File: src/rtl/membus_bridge_if.sv
// membus_bridge_if: membus slave-port and Avalon-MM master signals of the bridge.
interface membus_bridge_if;
  logic        i_membus_rq_cyc, i_membus_rd_rq, i_membus_wr_rq, i_membus_rd_rs, i_membus_wr_rs;
  logic [17:0] i_membus_ma;
  logic [35:0] i_membus_mb_in;
  logic        o_membus_addr_ack, o_membus_rd_valid, o_timeout;
  logic [35:0] o_membus_mb_out;
  logic [17:0] o_address;
  logic        o_read, o_write;
  logic [35:0] o_writedata;
  logic [35:0] i_readdata;
  logic        i_waitrequest;
  modport slave (
    input  i_membus_rq_cyc, i_membus_rd_rq, i_membus_wr_rq, i_membus_rd_rs, i_membus_wr_rs,
           i_membus_ma, i_membus_mb_in, i_readdata, i_waitrequest,
    output o_membus_addr_ack, o_membus_rd_valid, o_timeout, o_membus_mb_out,
           o_address, o_read, o_write, o_writedata
  );
  modport master (
    output i_membus_rq_cyc, i_membus_rd_rq, i_membus_wr_rq, i_membus_rd_rs, i_membus_wr_rs,
           i_membus_ma, i_membus_mb_in, i_readdata, i_waitrequest,
    input  o_membus_addr_ack, o_membus_rd_valid, o_timeout, o_membus_mb_out,
           o_address, o_read, o_write, o_writedata
  );
endinterface

File: src/rtl/membus_bridge.sv
// membus_bridge: answers membus cycles for one memory select by issuing single Avalon-MM reads/writes.
module membus_bridge #(
  parameter logic [1:0] MEM_SEL    = 2'b00,
  parameter int         RS_TIMEOUT = 255
) (
  input logic            i_clk,
  input logic            i_reset,
  membus_bridge_if.slave bus
);
  typedef enum logic [2:0] {IDLE, RD, RDHOLD, WAITWR, WR} state_e;
  state_e      state_q, state_d;
  logic        armed_q, armed_d, wr_q, wr_d, abort_q, abort_d;
  logic [7:0]  cnt_q, cnt_d;
  logic [17:0] addr_q, addr_d;
  logic [35:0] wdata_q, wdata_d, mbout_q, mbout_d;
  logic        read_q, read_d, write_q, write_d, rdvalid_q, rdvalid_d, ack_q, ack_d, to_q, to_d;
  logic        rq, accept, waiting, expired, dropped, rd_done;
  assign rq      = bus.i_membus_rq_cyc;
  assign accept  = state_q == IDLE && rq && bus.i_membus_ma[17:16] == MEM_SEL &&
                   (bus.i_membus_rd_rq || bus.i_membus_wr_rq) && armed_q;
  assign waiting = state_q == RDHOLD || state_q == WAITWR;
  assign expired = waiting && cnt_q == 8'(RS_TIMEOUT - 1);
  // a processor that drops rq_cyc mid-read still gets the Avalon read finished, but silently
  assign dropped = abort_q || !rq;
  assign rd_done = state_q == RD && !bus.i_waitrequest && !dropped;
  always_ff @(posedge i_clk or posedge i_reset) begin
    if (i_reset) begin
      state_q   <= IDLE;
      armed_q   <= 1'b1;
      wr_q      <= 1'b0;
      abort_q   <= 1'b0;
      cnt_q     <= '0;
      addr_q    <= '0;
      wdata_q   <= '0;
      mbout_q   <= '0;
      read_q    <= 1'b0;
      write_q   <= 1'b0;
      rdvalid_q <= 1'b0;
      ack_q     <= 1'b0;
      to_q      <= 1'b0;
    end else begin
      state_q   <= state_d;
      armed_q   <= armed_d;
      wr_q      <= wr_d;
      abort_q   <= abort_d;
      cnt_q     <= cnt_d;
      addr_q    <= addr_d;
      wdata_q   <= wdata_d;
      mbout_q   <= mbout_d;
      read_q    <= read_d;
      write_q   <= write_d;
      rdvalid_q <= rdvalid_d;
      ack_q     <= ack_d;
      to_q      <= to_d;
    end
  end
  always_comb begin
    state_d = state_q;
    case (state_q)
      IDLE:    state_d = accept ? (bus.i_membus_rd_rq ? RD : WAITWR) : IDLE;
      RD:      state_d = bus.i_waitrequest ? RD : dropped ? IDLE : wr_q ? WAITWR : RDHOLD;
      RDHOLD:  state_d = (!rq || bus.i_membus_rd_rs || expired) ? IDLE : RDHOLD;
      WAITWR:  state_d = !rq ? IDLE : bus.i_membus_wr_rs ? WR :
                         (bus.i_membus_rd_rs || expired) ? IDLE : WAITWR;
      WR:      state_d = bus.i_waitrequest ? WR : IDLE;
      default: state_d = IDLE;
    endcase
  end
  always_comb begin
    armed_d   = !rq || (armed_q && !accept);
    wr_d      = accept ? bus.i_membus_wr_rq : wr_q;
    abort_d   = state_d == RD && ((state_q == RD && abort_q) || !rq);
    cnt_d     = state_d != state_q ? '0 : waiting ? cnt_q + 8'd1 : cnt_q;
    addr_d    = accept ? bus.i_membus_ma : addr_q;
    wdata_d   = state_q == WAITWR && state_d == WR ? bus.i_membus_mb_in : wdata_q;
    mbout_d   = rd_done ? bus.i_readdata : mbout_q;
    read_d    = state_d == RD;
    write_d   = state_d == WR;
    rdvalid_d = rd_done || ((state_d == RDHOLD || state_d == WAITWR) && rdvalid_q);
    ack_d     = rd_done || (accept && !bus.i_membus_rd_rq);
    to_d      = expired && state_d == IDLE && rq && !bus.i_membus_rd_rs;
  end
  assign bus.o_membus_addr_ack = ack_q;
  assign bus.o_membus_rd_valid = rdvalid_q;
  assign bus.o_membus_mb_out   = mbout_q;
  assign bus.o_timeout         = to_q;
  assign bus.o_address         = addr_q;
  assign bus.o_read            = read_q;
  assign bus.o_write           = write_q;
  assign bus.o_writedata       = wdata_q;
endmodule

File: src/flat_wrapper.sv
// flat-port wrapper written by rule: the top's interface ports become plain ports
module membus_bridge_flat 
#(
  parameter logic [1:0] MEM_SEL    = 2'b00,
  parameter int         RS_TIMEOUT = 255
)
  (i_clk, i_reset, bus_i_membus_rq_cyc, bus_i_membus_rd_rq, bus_i_membus_wr_rq, bus_i_membus_rd_rs, bus_i_membus_wr_rs, bus_i_membus_ma, bus_i_membus_mb_in, bus_i_readdata, bus_i_waitrequest, bus_o_membus_addr_ack, bus_o_membus_rd_valid, bus_o_timeout, bus_o_membus_mb_out, bus_o_address, bus_o_read, bus_o_write, bus_o_writedata);
  membus_bridge_if bus_i ();
  input logic i_clk;
  input logic i_reset;
  input wire logic [$bits(bus_i.i_membus_rq_cyc)-1:0] bus_i_membus_rq_cyc;
  input wire logic [$bits(bus_i.i_membus_rd_rq)-1:0] bus_i_membus_rd_rq;
  input wire logic [$bits(bus_i.i_membus_wr_rq)-1:0] bus_i_membus_wr_rq;
  input wire logic [$bits(bus_i.i_membus_rd_rs)-1:0] bus_i_membus_rd_rs;
  input wire logic [$bits(bus_i.i_membus_wr_rs)-1:0] bus_i_membus_wr_rs;
  input wire logic [$bits(bus_i.i_membus_ma)-1:0] bus_i_membus_ma;
  input wire logic [$bits(bus_i.i_membus_mb_in)-1:0] bus_i_membus_mb_in;
  input wire logic [$bits(bus_i.i_readdata)-1:0] bus_i_readdata;
  input wire logic [$bits(bus_i.i_waitrequest)-1:0] bus_i_waitrequest;
  output wire logic [$bits(bus_i.o_membus_addr_ack)-1:0] bus_o_membus_addr_ack;
  output wire logic [$bits(bus_i.o_membus_rd_valid)-1:0] bus_o_membus_rd_valid;
  output wire logic [$bits(bus_i.o_timeout)-1:0] bus_o_timeout;
  output wire logic [$bits(bus_i.o_membus_mb_out)-1:0] bus_o_membus_mb_out;
  output wire logic [$bits(bus_i.o_address)-1:0] bus_o_address;
  output wire logic [$bits(bus_i.o_read)-1:0] bus_o_read;
  output wire logic [$bits(bus_i.o_write)-1:0] bus_o_write;
  output wire logic [$bits(bus_i.o_writedata)-1:0] bus_o_writedata;
  assign bus_i.i_membus_rq_cyc = bus_i_membus_rq_cyc;
  assign bus_i.i_membus_rd_rq = bus_i_membus_rd_rq;
  assign bus_i.i_membus_wr_rq = bus_i_membus_wr_rq;
  assign bus_i.i_membus_rd_rs = bus_i_membus_rd_rs;
  assign bus_i.i_membus_wr_rs = bus_i_membus_wr_rs;
  assign bus_i.i_membus_ma = bus_i_membus_ma;
  assign bus_i.i_membus_mb_in = bus_i_membus_mb_in;
  assign bus_i.i_readdata = bus_i_readdata;
  assign bus_i.i_waitrequest = bus_i_waitrequest;
  assign bus_o_membus_addr_ack = bus_i.o_membus_addr_ack;
  assign bus_o_membus_rd_valid = bus_i.o_membus_rd_valid;
  assign bus_o_timeout = bus_i.o_timeout;
  assign bus_o_membus_mb_out = bus_i.o_membus_mb_out;
  assign bus_o_address = bus_i.o_address;
  assign bus_o_read = bus_i.o_read;
  assign bus_o_write = bus_i.o_write;
  assign bus_o_writedata = bus_i.o_writedata;
  membus_bridge #(.MEM_SEL(MEM_SEL), .RS_TIMEOUT(RS_TIMEOUT)) u_core (.i_clk(i_clk), .i_reset(i_reset), .bus(bus_i));
endmodule
File: config.mk
export PLATFORM = sky130hd
export DESIGN_NAME = membus_bridge_flat
export DESIGN_NICKNAME = d
export VERILOG_FILES = /design/src/rtl/membus_bridge_if.sv /design/src/rtl/membus_bridge.sv /design/src/flat_wrapper.sv
export SDC_FILE = /design/constraint.sdc
export NUM_CORES = 1
export LEC_CHECK = 0
export BUFFER_PORTS_ARGS = -buffer_cell sky130_fd_sc_hd__buf_2
export CORE_UTILIZATION = 49
export CTS_BUF_LIST = sky130_fd_sc_hd__clkbuf_8
export DETAILED_ROUTE_END_ITERATION = 7
export PLACE_DENSITY = 0.81
export SKIP_CTS_REPAIR_TIMING = 1
export SYNTH_ARGS = -nofsm -noshare
export SYNTH_HDL_FRONTEND = slang
export SYNTH_SLANG_ARGS = --single-unit
File: constraint.sdc
create_clock -name i_clk -period 4.3 [get_ports i_clk]
set_clock_uncertainty 0.15 [all_clocks]
set_input_delay 0 -clock i_clk [delete_from_list [all_inputs] [get_ports i_clk]]
set_output_delay 0 -clock i_clk [all_outputs]
set_load 0.02 [all_outputs]
# Word level (Yosys, flattened, before mapping)

Index checks and enable logic that the tools add are counted.

Flip-flop bits (word level): 109
Bits of input ports: 98
Output and inout port bits: 95
Logic and storage cells: 74

Add/subtract/negate cells: 1
Eq/ne operators: 10
Mux-type cells: 13
Reductions and logical operators: 37

Operators by type and width:

| cell                  | count |
|---|---|
| $mux W3               | 6 |
| $logic_and A1 B1 Y1   | 16 |
| $mux W8               | 2 |
| $pmux W3 S5           | 1 |
| $eq A3 B2 Y1 const B  | 4 |
| $logic_or A1 B1 Y1    | 11 |
| $add A8 B1 Y8 const B | 1 |
| $eq A8 B8 Y1 const B  | 1 |
| $eq A3 B1 Y1 const B  | 2 |
| $eq A3 B3 Y1 const B  | 2 |
| $logic_not A1 Y1      | 6 |
| $logic_not A3 Y1      | 2 |
| $mux W2               | 3 |
| $ne A3 B3 Y1          | 1 |
| $logic_not A2 Y1      | 1 |
| $reduce_bool A2 Y1    | 1 |
| $mux W1               | 1 |

# Longest topological paths before layout

Gate-level depths: netlist (run 1).

Depth after elaboration: 12
Gate-level depth with buffers: 7

# Least setup slack after synthesis (run 1)

OpenSTA, ideal clock, no wires.

Kind: reg2reg
Start point: reg u_core.state_q[0]
End point: reg u_core.addr_q[0] (netlist: u_core.bus.o_address[0])
Arrival: 1.971 ns
Path slack: 2.062 ns
Stages on the path, launching flop included: 8
Buffers on the path: 3
Cells stage by stage: dfrtp_1 > buf_6 > or4_4 > or4_4 > buf_2 > buf_6 > nand2_1 > nand2_1

Longest elaborated chain between the ends: 5

Ends and longest elaborated chain:

| element                          | line                | source |
|---|---|---|
| start: declaration               | membus_bridge.sv:11 | `state_e state_q, state_d;` |
| start signal: assignment         | membus_bridge.sv:42 | `state_q <= state_d;` |
| $logic_not A3 Y1                 | membus_bridge.sv:19 | `assign accept = state_q == IDLE && rq && bus.i_membus_ma[17:16] == MEM_SEL &&` |
| $logic_and A1 B1 Y1 (3 in a row) | membus_bridge.sv:19 |  |
| $logic_and A1 B1 Y1              | membus_bridge.sv:20 | `(bus.i_membus_rd_rq \|\| bus.i_membus_wr_rq) && armed_q;` |
| end signal: assignment           | membus_bridge.sv:47 | `addr_q <= addr_d;` |
| end: declaration                 | membus_bridge.sv:14 | `logic [17:0] addr_q, addr_d;` |

Every way passes these cells.
A chain may end at the register's enable or synchronous reset.

# Worst setup path after layout (run 1)

Start point: reg u_core.state_q[0]
End point: reg u_core.ack_q (netlist: u_core.bus.o_membus_addr_ack)

Longest elaborated chain between the ends: 7

Ends and longest elaborated chain:

| element                          | line                | source |
|---|---|---|
| $logic_not A3 Y1                 | membus_bridge.sv:19 |  |
| $logic_and A1 B1 Y1 (3 in a row) | membus_bridge.sv:19 |  |
| $logic_and A1 B1 Y1              | membus_bridge.sv:20 |  |
| $logic_and A1 B1 Y1              | membus_bridge.sv:80 | `ack_d = rd_done \|\| (accept && !bus.i_membus_rd_rq);` |
| $logic_or A1 B1 Y1 (*)           | membus_bridge.sv:80 |  |
| named net u_core.ack_d           | membus_bridge.sv:16 | `logic read_q, read_d, write_q, write_d, rdvalid_q, rdvalid_d, ack_q, ack_d, to_q, to_d;` |
| end signal: assignment           | membus_bridge.sv:53 | `ack_q <= ack_d;` |
| end: declaration                 | membus_bridge.sv:16 |  |

Mark *: on every way through the listed nets, which the timed path passes. The rest lies on a longest branch.

==> parameters.txt, run 1 <==
Parameter                              Value

Worst setup path
  CP max FO ... 22
  Kind of end point of the critical path ... flip-flop
  Startpoint of the worst register-to-register path ... u_core.state_q[0]
  Crit path top cell by count ... sky130_fd_sc_hd__or4_4
  Arr. time, crit path ... 2870 ps
  Slowest-stage cell, CP ... sky130_fd_sc_hd__or4_4
  Critical path startpoint category ... flip-flop
  Cells along the critical path ... or4_4 > or4_4 > o21ai_2 > dlygate4sd3_1
  Worst endpoint required time ... 4440 ps
  Crit. Startpoint ... u_core.state_q[0]
  R2R Path End ... u_core.bus.o_membus_addr_ack
  Crit Path Category ... flip-flop to flip-flop
  Worst R2R Setup Slack ... 1570 ps
  Longest individual stage delay on the worst path ... 680 ps
  Number of cell instances on the worst register-to-register path ... 4

Logic synthesis
  Synth Area in XOR/XNOR ... 1.43%
  Net count after synthesis ... 492
  Proportion of synthesized area in mux cells ... 9.42%
  Distinct cell type count after synthesis ... 41
  Largest family of logic cells by synthesized area ... simple AND/OR/NAND/NOR gates
  Part of the Yosys area used for sequential elements ... 63.4%
  Synthesized area ... 4300 µm²
  Async set or reset register ratio after synthesis ... 100%
  Area fraction in compound gates after synthesis ... 2.76%
  Yosys warnings ... 0
  Synth Register Bits ... 109
  Post-Synthesis Mean Instance Area ... 11.0 µm²
  Synthesized-area fraction occupied by and/or/nand/nor cells ... 20.0%
  Post-synthesis adder-cell area fraction ... 0.582%
  Most frequently used flop master after synthesis ... sky130_fd_sc_hd__dfrtp_1
  Cells after synthesis ... 392
  Post-synth EDFFs ... 0

Timing
  Fmax achieved ... 366 MHz
  Transition at the pin with the smallest max-transition slack ... 843 ps
  Post-route minimum period ... 2730 ps
  Fin crit share ... 63.5%
  Post-Route Hold Slack ... -10.8 ps
  Pins Over Slew Limit ... 0
  Slew margin rel. ... 43.8%
  Setup WS post-layout ... 1570 ps
  Setup TNS Final ... 0 ps
  Final setup viols ... 0
  RSZ-0062 raised after global routing ... no
  Hold Violations, Final ... 1

Global routing
  Maximum number of pins on one net before global-route repair ... 71
  Tot GR Track Use ... 21.1%
  Number of global-route vias before repair ... 3,209
  Total overflow reported by the global router ... 0
  Wire length of the first global-routing pass ... 14.8 mm
  Initial antenna violation count ... 0

Cells and area
  Util after Layout ... 78.0%
  Growth of design area from synthesis to finish ... 51.2%
  Share of cells above drive strength 1 ... 37.7%
  Nets@finish ... 779
  Commonest non-fill, non-tap cell in the layout ... sky130_fd_sc_hd__buf_2
  Final std cells w/o fill ... 789
  Cell area after layout ... 6500 µm²
  Commonest non-fill, non-tap cells in the layout ... 192 x sky130_fd_sc_hd__buf_2, 166 x sky130_fd_sc_hd__nand2_1, 108 x sky130_fd_sc_hd__dfrtp_1, 96 x sky130_fd_sc_hd__dlygate4sd3_1, 36 x sky130_fd_sc_hd__mux2_2
  Final-layout fill cell count ... 509
  Inserted Diodes ... 0

Worst hold path
  Class of the worst hold path ... primary input to flip-flop
  Sink of the worst hold path ... u_core.state_q[0]
  Instance count along the most critical hold path ... 3
  Startpoint of the most critical hold path ... bus_i_membus_wr_rs

Clock tree
  Clk sinks ... 109
  Clock latency at the later pin of the worst-skew pair ... 350 ps
  Clock transition at path regs ... 90 ps
  Clock tree from TritonCTS ... yes
  Maximum buffer depth of the clock tree ... 2
  Clock root buffer ... sky130_fd_sc_hd__clkbuf_8
  Clock buffer count from CTS ... 9
  Number of levels in the clock H-tree ... 3

Job
  Maximum capacitance violations ... 0

Placed design
  Buffers on Ports ... 192
  Detail Placement HPWL ... 7.14 mm
  Total placed cells including tap cells ... 677
  Instance area at placement ... 5350 µm²
  Worst Setup Slack post-DPL ... 1780 ps
  Global placement routability congestion ... 0.833

Power
  Worst vdd rail ir drop ... 264 µV
  Part of the power in registers ... 47.0%
  Internal power summed over all cells ... 1.92 mW
  Share of total power consumed by net switching ... 36.2%
  Combinational cell fraction of total power ... 33.1%
  Power per Cell Area ... 463 nW/µm²
  Switching power summed over all nets ... 1.09 mW
  Leakage power figure ... 3.66 nW
  Total power ... 3.01 mW
  Clock power frac ... 19.9%

Floorplanning
  Core Box Area ... 8340 µm²
  Starting Density ... 51.6%
  Boundary pin count ... 193
  Area enclosed by the die boundary ... 9160 µm²
  Number of rows created at floorplan ... 33
  Die width ... 95.7 µm
  Height of the die ... 95.7 µm

Detailed routing
  Via count ... 3,853
  ANT nets after route ... 0
  Number of remaining DRC errors ... 0
  Top Metal Used ... met4
  Via count normalized by instance count ... 4.88
  Drt initial violations ... 160
  Routed length on met1 ... 4.62 mm
  Final Routed Wirelength ... 12.1 mm
  Average routed wire per standard cell ... 15.3 µm
  Total iterations of the first detailed-routing run ... 4
  Amount of wire on met3 after detailed routing ... 899 µm
  Detailed-routed wire length on met2 ... 6.36 mm

Outcome
  Failing checks ... hold timing
  Result of the run ... finished, violations left
==> area by class of cell <==
cell class                 count  area (µm²)  share of cell area [%]
clock buffer                   9         124                    1.90
clock inverter                 7        67.6                    1.04
inverter                       5        21.3                   0.327
multi-input combinational    261        1470                    22.6
sequential                   109        2730                    42.0
tap                          105         131                    2.02
timing repair buffer         293        1960                    30.1
==> layer usage <==
| layer | track usage (%) | vias up |
|---|---|---|
| met3 | 6.24 | 17 |
| met5 | 0 | - |
| li1 | - | 1847 |
| met1 | 26.0 | 1827 |
| met2 | 36.1 | 162 |
| met4 | 5.85 | 0 |
==> worst max path at each step <==
stage / to / cells past startpoint
2_1_floorplan: u_core.abort_q / 1
3_3_place_gp: u_core.cnt_q[1] / 5
3_5_place_dp: u_core.cnt_q[1] / 5
4_1_cts: u_core.cnt_q[1] / 5
5_1_grt: u_core.cnt_q[1] / 5
6_report: u_core.bus.o_membus_addr_ack / 4
==> flip-flops by register name, summed over array words and instances, names as in the netlist, 3 cells and up <==
| name | count |
|---|---|
| u_core.cnt_q | 8 |
| u_core.bus.o_address | 18 |
| u_core.state_q | 3 |
| u_core.bus.o_membus_mb_out | 36 |
| u_core.bus.o_writedata | 36 |
==> worst max-delay path, delay by kind of cell, from the launching register on <==
family	cells	cell delay (ps)
simple gates	2	1270
buf+inv	1	570
flops	1	490
compound gates	1	190
==> Yosys cell counts, types with 2 or more instances <==
master,n,area share (%)
sky130_fd_sc_hd__or4_4,2,0.52
sky130_fd_sc_hd__a211oi_1,3,0.52
sky130_fd_sc_hd__nand4_1,4,0.58
sky130_fd_sc_hd__buf_2,4,0.47
sky130_fd_sc_hd__and2_1,2,0.29
sky130_fd_sc_hd__nand2_1,166,14
sky130_fd_sc_hd__mux2_2,36,9.4
sky130_fd_sc_hd__inv_1,4,0.35
sky130_fd_sc_hd__dfrtp_1,108,63
sky130_fd_sc_hd__buf_6,2,0.52
sky130_fd_sc_hd__nor3_1,7,0.81
sky130_fd_sc_hd__and4_1,2,0.41
sky130_fd_sc_hd__clkbuf_1,7,0.61
sky130_fd_sc_hd__xor2_1,6,1.2
sky130_fd_sc_hd__nor2_1,7,0.61
sky130_fd_sc_hd__buf_1,4,0.35
sky130_fd_sc_hd__nand3_1,3,0.35
sky130_fd_sc_hd__ha_1,2,0.58
==> power groups by stage <==
stage | logic (mW) | registers, mW | clock network [mW]
finish | 0.997 | 1.41 | 0.600
global route | 1.09 | 1.44 | 0.653
CTS | 0.919 | 1.41 | 0.612
detailed placement | 0.918 | 1.42 | 0
global placement | 0.893 | 1.41 | 0
floorplan | 0.256 | 1.72 | 0
==> cells by family after synthesis <==
kind of cell	Yosys count
fa+ha+maj	2
xor+xnor	7
mux	36
flops	109
simple gates	202
compound gates	14
buf+inv	22
(Power assumes the default switching activity.)
==> inputs of run 2 (changes only) <==
Settings changed: ABC_AREA set to 1, CORE_UTILIZATION 49 to 44, PLACE_DENSITY 0.81 to 0.76.
Clock period 4.3 ns to 2.4 ns, I/O delays scaled along.
==> run 2 against run 1 <==
  * The flow still finishes with violations (hold timing)
  * Sequential power grew 80%
  * Non-clock buffer count grew 1
  * Final area grew 3.3%
  * Highest routed layer unchanged
==> parameters.txt, run 2 <==
Parameter                              Value

Worst setup path
  R2R Path End ... u_core.bus.o_timeout
  Crit Path Category ... flip-flop to flip-flop
  Arr. time, crit path ... 2200 ps
  Critical path startpoint category ... flip-flop
  CP max FO ... 7
  Startpoint of the worst register-to-register path ... u_core.state_q[2]
  Crit. Startpoint ... u_core.state_q[2]
  Worst R2R Setup Slack ... 290 ps
  Worst endpoint required time ... 2490 ps
  Capturing instance or port of the critical path ... u_core.bus.o_timeout
  Number of cell instances on the worst register-to-register path ... 7
  Kind of end point of the critical path ... flip-flop

Cells and area
  Inserted Diodes ... 0
  Util after Layout ... 68.7%
  Growth of design area from synthesis to finish ... 51.6%
  Area of combinational cells with multiple inputs ... 1510 µm²
  Commonest non-fill, non-tap cells in the layout ... 192 x sky130_fd_sc_hd__buf_2, 180 x sky130_fd_sc_hd__nand2_1, 108 x sky130_fd_sc_hd__dfrtp_1, 96 x sky130_fd_sc_hd__dlygate4sd3_1, 24 x sky130_fd_sc_hd__nor2_1
  FF/Latch Area ... 2730 µm²
  Share of cells above drive strength 1 ... 36.5%
  Nets@finish ... 810
  Commonest non-fill, non-tap cell in the layout ... sky130_fd_sc_hd__buf_2
  Final-layout fill cell count ... 687

Logic synthesis
  Fraction of synthesized cell area taken by the top area cell type ... 61.0%
  Net count after synthesis ... 519
  Part of the Yosys area used for sequential elements ... 61.6%
  Async set or reset register ratio after synthesis ... 100%
  Distinct cell type count after synthesis ... 30
  Most frequently used flop master after synthesis ... sky130_fd_sc_hd__dfrtp_1
  Synth Register Bits ... 109
  Post-synth EDFFs ... 0
  Yosys warnings ... 0
  Cells after synthesis ... 419
  Post-synth top area cell ... sky130_fd_sc_hd__dfrtp_1
  Top cells by area, synth ... sky130_fd_sc_hd__dfrtp_1 61%, sky130_fd_sc_hd__nand2_1 15%, sky130_fd_sc_hd__mux2_4 6.8%
  Leading post-synthesis cells by instance count ... 180 x sky130_fd_sc_hd__nand2_1, 108 x sky130_fd_sc_hd__dfrtp_1, 24 x sky130_fd_sc_hd__nor2_1, 20 x sky130_fd_sc_hd__mux2_4
  Cell with the most instances after synthesis ... sky130_fd_sc_hd__nand2_1
  Post-Synthesis Mean Instance Area ... 10.6 µm²
  Synthesized area ... 4430 µm²

Clock tree
  Clock transition at path regs ... 90 ps
  Number of levels in the clock H-tree ... 3
  Clock tree from TritonCTS ... yes
  Clock buffer count from CTS ... 9
  Maximum buffer depth of the clock tree ... 2
  Clk sinks ... 109
  Clock root buffer ... sky130_fd_sc_hd__clkbuf_8
  Clock latency at the later pin of the worst-skew pair ... 350 ps

Detailed routing
  Number of remaining DRC errors ... 0
  Via count ... 4,000
  Drt initial violations ... 147
  Average routed wire per standard cell ... 14.0 µm
  Via count normalized by instance count ... 4.72
  ANT nets after route ... 0
  Total iterations of the first detailed-routing run ... 5
  Final Routed Wirelength ... 11.9 mm

Global routing
  Initial antenna violation count ... 0
  Total overflow reported by the global router ... 0
  Maximum number of pins on one net before global-route repair ... 41
  Number of global-route vias before repair ... 3,379
  Wire length of the first global-routing pass ... 15.2 mm
  Tot GR Track Use ... 18.8%

Job
  Maximum capacitance violations ... 0

Power
  Switching power summed over all nets ... 1.96 mW
  Combinational cell fraction of total power ... 33.3%
  Clock power frac ... 20.9%
  Power per Cell Area ... 825 nW/µm²
  Share of total power consumed by net switching ... 35.4%
  Internal power summed over all cells ... 3.58 mW
  Worst vdd rail ir drop ... 729 µV
  Part of the power in registers ... 45.8%
  Leakage power figure ... 3.75 nW

Timing
  RSZ-0062 raised after global routing ... no
  Final setup viols ... 0
  Fmax achieved ... 474 MHz
  Post-route minimum period ... 2110 ps
  Hold Violations, Final ... 1
  Setup TNS Final ... 0 ps
  Transition at the pin with the smallest max-transition slack ... 774 ps
  Fin crit share ... 87.8%
  Slew margin rel. ... 48.3%
  Pins Over Slew Limit ... 0
  Post-Route Hold Slack ... -27.0 ps

Placed design
  Global placement routability congestion ... 0.875
  Detail Placement HPWL ... 7.29 mm
  Buffers on Ports ... 192

Floorplanning
  Area enclosed by the die boundary ... 10,500 µm²
  Height of the die ... 102 µm
  Core Box Area ... 9770 µm²
  Die width ... 102 µm
  Number of rows created at floorplan ... 36
  Boundary pin count ... 193
  Starting Density ... 45.3%

Outcome
  Failing checks ... hold timing
  Result of the run ... finished, violations left

Worst hold path
  Startpoint of the most critical hold path ... bus_i_membus_ma[16]
  Class of the worst hold path ... primary input to flip-flop
  Instance count along the most critical hold path ... 6
-- run 2: cell families (layout without fill, tap and decap cells) --
logic type	Yosys count	count (layout)	share of synthesized area (%)
AO/OA/AOI/OAI	7	7	0.847
AND/OR/NAND/NOR	224	224	20.6
XOR/XNOR	6	6	1.19
buffers and inverters	35	331	4.41
multiplexers	36	36	10.8
flip-flops	109	109	61.6
adder cells (fa/ha/maj)	2	2	0.565
-- run 2: power groups by stage --
| stage | sequential [mW] | clock, mW | combinational (mW) |
|---|---|---|---|
| floorplan | 3.08 | 0 | 0.493 |
| global placement | 2.53 | 0 | 1.66 |
| detailed placement | 2.54 | 0 | 1.70 |
| CTS | 2.52 | 1.21 | 1.70 |
| finish | 2.54 | 1.16 | 1.85 |
| global route | 2.59 | 1.27 | 2.01 |
-- run 2: final cells by class --
| class | instances | area share, % |
|---|---|---|
| clock buffers | 9 | 1.84 |
| well taps | 133 | 2.48 |
| repair buffers | 294 | 30.0 |
| flip-flops and latches | 109 | 40.6 |
| clock inverters | 7 | 1.34 |
| multi-input cells | 275 | 22.4 |
| inverters | 21 | 1.27 |
-- run 2: worst min-delay path by stage --
stage,end
after detailed placement,u_core.bus.o_address[5]
after global placement,u_core.bus.o_address[1]
after global routing,u_core.bus.o_membus_addr_ack
after CTS,u_core.bus.o_address[11]
after floorplan,u_core.armed_q
final,u_core.bus.o_membus_addr_ack
-- run 2: worst max-delay path, cell delays in order (launching register included) --
cell and delay (ps):
sky130_fd_sc_hd__dfrtp_1 480, sky130_fd_sc_hd__nor2_4 240, sky130_fd_sc_hd__inv_4 70, sky130_fd_sc_hd__nor3_4 200, sky130_fd_sc_hd__a21oi_1 90, sky130_fd_sc_hd__nor2_1 160
sky130_fd_sc_hd__nor4_1 60, sky130_fd_sc_hd__dlygate4sd3_1 550
-- run 2: layer usage --
| layer | global-route usage [%] | up-vias | share of wire [%] |
|---|---|---|---|
| met2 | 32.4 | 195 | 49 |
| met5 | 0 | - | 0 |
| li1 | - | 1889 | - |
| met3 | 7.25 | 23 | 8.7 |
| met4 | 5.38 | 0 | 1.8 |
| met1 | 21.9 | 1893 | 40 |
-- run 2: stage by stage --
stage               area [µm²]  total power [mW]  hold WS (ps)  instances  setup WS (ps)
global placement          5540              4.19          15.7        736            550
CTS                       5760              5.43          -374        752            468
detailed placement        5540              4.24          24.3        736            474
finish                    6720              5.54         -27.0        848            292
global route              6720              5.88          14.7        848            197
floorplan                 4430              3.57          -107        419            679
==> inputs of run 3 (changes only) <==
Settings changed: CORE_UTILIZATION 44 to 30, PLACE_DENSITY 0.76 to 0.55.
==> run 3 against run 2 <==
  * The run now ends clean
  * Non-clock buffer count stayed put
  * Final area is 0.22% higher
  * Routed wire length is 6.4% lower
  * Register-to-register slack better by 160 ps
  * Critical path depth is 1 lower
  * Sequential share of layout area is 0.091 points lower
  * Setup slack better by 160 ps
  * Flip-flop and latch count stayed put
  * Maximum frequency is 8.4% higher
  * Clock power hardly changed
  * Clock-buffer cell count stayed put
  * Cell count is 5.8% higher
  * Critical path type unchanged
  * Highest routed layer unchanged
==> parameters.txt, run 3 (synthesized netlist as in run 2, its figures left out) <==
Parameter                              Value

Power
  Share of total power consumed by net switching ... 34.9%
  Total power ... 5.47 mW
  Internal power summed over all cells ... 3.56 mW
  Combinational cell fraction of total power ... 32.8%
  Worst vdd rail ir drop ... 471 µV
  Leakage power figure ... 3.73 nW
  Power per Cell Area ... 813 nW/µm²
  Clock power frac ... 21.1%
  Part of the power in registers ... 46.1%
  Switching power summed over all nets ... 1.91 mW

Detailed routing
  Total iterations of the first detailed-routing run ... 4
  ANT nets after route ... 0
  Number of remaining DRC errors ... 0
  Via count ... 3,787
  Average routed wire per standard cell ... 12.4 µm
  Drt initial violations ... 156
  Final Routed Wirelength ... 11.1 mm
  Via count normalized by instance count ... 4.22

Placed design
  Buffers on Ports ... 192
  Worst Setup Slack post-DPL ... 452 ps
  Global placement routability congestion ... 0.799
  Total placed cells including tap cells ... 787
  Detail Placement HPWL ... 7.25 mm

Cells and area
  Inserted Diodes ... 0
  Final-layout fill cell count ... 1,346
  Nets@finish ... 810
  Commonest non-fill, non-tap cells in the layout ... 192 x sky130_fd_sc_hd__buf_2, 180 x sky130_fd_sc_hd__nand2_1, 108 x sky130_fd_sc_hd__dfrtp_1, 96 x sky130_fd_sc_hd__dlygate4sd3_1, 24 x sky130_fd_sc_hd__nor2_1
  Final std cells w/o fill ... 897
  Share of cells above drive strength 1 ... 36.2%
  Commonest non-fill, non-tap cell in the layout ... sky130_fd_sc_hd__buf_2
  Util after Layout ... 46.5%
  Growth of design area from synthesis to finish ... 52.0%

Floorplanning
  Boundary pin count ... 193
  Core Box Area ... 14,500 µm²
  Die width ... 124 µm
  Starting Density ... 30.6%
  Height of the die ... 124 µm
  Area enclosed by the die boundary ... 15,300 µm²
  Number of rows created at floorplan ... 44

Clock tree
  Clock transition at path regs ... 90 ps
  Number of levels in the clock H-tree ... 3
  Clock buffer count from CTS ... 9
  Clock tree from TritonCTS ... yes
  Maximum buffer depth of the clock tree ... 2
  Clock latency at the later pin of the worst-skew pair ... 370 ps
  Clk sinks ... 109
  Clock root buffer ... sky130_fd_sc_hd__clkbuf_8

Worst setup path
  Cells along the critical path ... nor3_2 > nand4_1 > inv_2 > buf_4 > nand2_1 > nand2_1
  R2R Path End ... u_core.bus.o_membus_mb_out[5]
  Startpoint of the worst register-to-register path ... u_core.state_q[2]
  Number of cell instances on the worst register-to-register path ... 6
  Arr. time, crit path ... 2110 ps
  Kind of end point of the critical path ... flip-flop
  CP max FO ... 36
  Number of buffer and inverter instances along the worst setup path ... 2
  Worst endpoint required time ... 2560 ps
  Longest individual stage delay on the worst path ... 480 ps
  Kind of cell adding the most delay to the critical path ... simple AND/OR/NAND/NOR gates
  Crit path top cell by count ... sky130_fd_sc_hd__nand2_1
  Crit Path Category ... flip-flop to flip-flop
  Critical path startpoint category ... flip-flop
  Worst R2R Setup Slack ... 460 ps
  Slowest-stage cell, CP ... sky130_fd_sc_hd__dfrtp_1

Global routing
  Maximum number of pins on one net before global-route repair ... 63
  Number of global-route vias before repair ... 3,060
  Wire length of the first global-routing pass ... 14.8 mm
  Tot GR Track Use ... 12.7%
  Initial antenna violation count ... 0
  Total overflow reported by the global router ... 0

Worst hold path
  Startpoint of the most critical hold path ... bus_i_membus_wr_rs
  Instance count along the most critical hold path ... 5
  Sink of the worst hold path ... u_core.state_q[0]
  Class of the worst hold path ... primary input to flip-flop

Timing
  Fmax achieved ... 514 MHz
  Setup TNS Final ... 0 ps
  Fin crit share ... 81.0%
  Transition at the pin with the smallest max-transition slack ... 757 ps
  Post-route minimum period ... 1940 ps
  Final setup viols ... 0
  RSZ-0062 raised after global routing ... no
  Slew margin rel. ... 49.5%
  Hold Violations, Final ... 0
  Setup WS post-layout ... 455 ps
  Pins Over Slew Limit ... 0

Job
  Maximum capacitance violations ... 0

Outcome
  Result of the run ... finished, final reports clean
run 3: cell count changes in the layout (fill, tap and decap cells not counted), sizes merged:
cell and delta:
inv +1, clkinv -3
run 3: how the worst max path moves through the flow:
stage                     slack, ps  depth (start not counted)                              to         startpoint
final                           460                          6   u_core.bus.o_membus_mb_out[5]  u_core.state_q[2]
after global routing            240                          6  u_core.bus.o_membus_mb_out[18]  u_core.state_q[2]
after CTS                       440                          6   u_core.bus.o_membus_mb_out[5]  u_core.state_q[2]
after detailed placement        450                          6   u_core.bus.o_membus_mb_out[2]  u_core.state_q[2]
after global placement          510                          6   u_core.bus.o_membus_mb_out[7]  u_core.state_q[2]
after floorplan                 680                          6       u_core.bus.o_writedata[0]  u_core.state_q[2]
run 3: final cells by class:
type                       count  area, µm²  area share [%]
clock inverter                 5       78.8            1.17
tap                          184        230            3.42
timing repair buffer         294       1980            29.4
clock buffer                   9        124            1.84
sequential                   109       2730            40.5
inverter                      21       85.1            1.26
multi-input combinational    275       1510            22.4
run 3: worst register-to-register path, stage by stage, from the launching register on:
cell and delay, ps:
sky130_fd_sc_hd__dfrtp_1 480, sky130_fd_sc_hd__nor3_2 240, sky130_fd_sc_hd__nand4_1 370, sky130_fd_sc_hd__inv_2 120, sky130_fd_sc_hd__buf_4 340, sky130_fd_sc_hd__nand2_1 120, sky130_fd_sc_hd__nand2_1 70
run 3: metrics by stage:
step / hold slack [ps] / instance area [µm²]
floorplan: -107 / 4430
global placement: 39.6 / 5570
detailed placement: 40.1 / 5570
CTS: -377 / 5770
global route: 27.4 / 6730
finish: 25.9 / 6730
run 3: routing by layer:
layer / up-vias / GRT usage [%] / part of all wire, %
met3: 14 / 6.27 / 8.0
li1: 1887 / - / -
met4: 0 / 3.92 / 1.7
met2: 155 / 19.1 / 48
met1: 1731 / 16.1 / 42
met5: - / 0 / 0
run 3: power by group through the flow:
stage | Clock [mW] | Combinational, mW | Sequential [mW]
3_3_place_gp | 0 | 1.67 | 2.53
5_1_grt | 1.30 | 1.97 | 2.58
6_report | 1.15 | 1.80 | 2.52
2_1_floorplan | 0 | 0.493 | 3.08
3_5_place_dp | 0 | 1.69 | 2.54
4_1_cts | 1.23 | 1.69 | 2.52
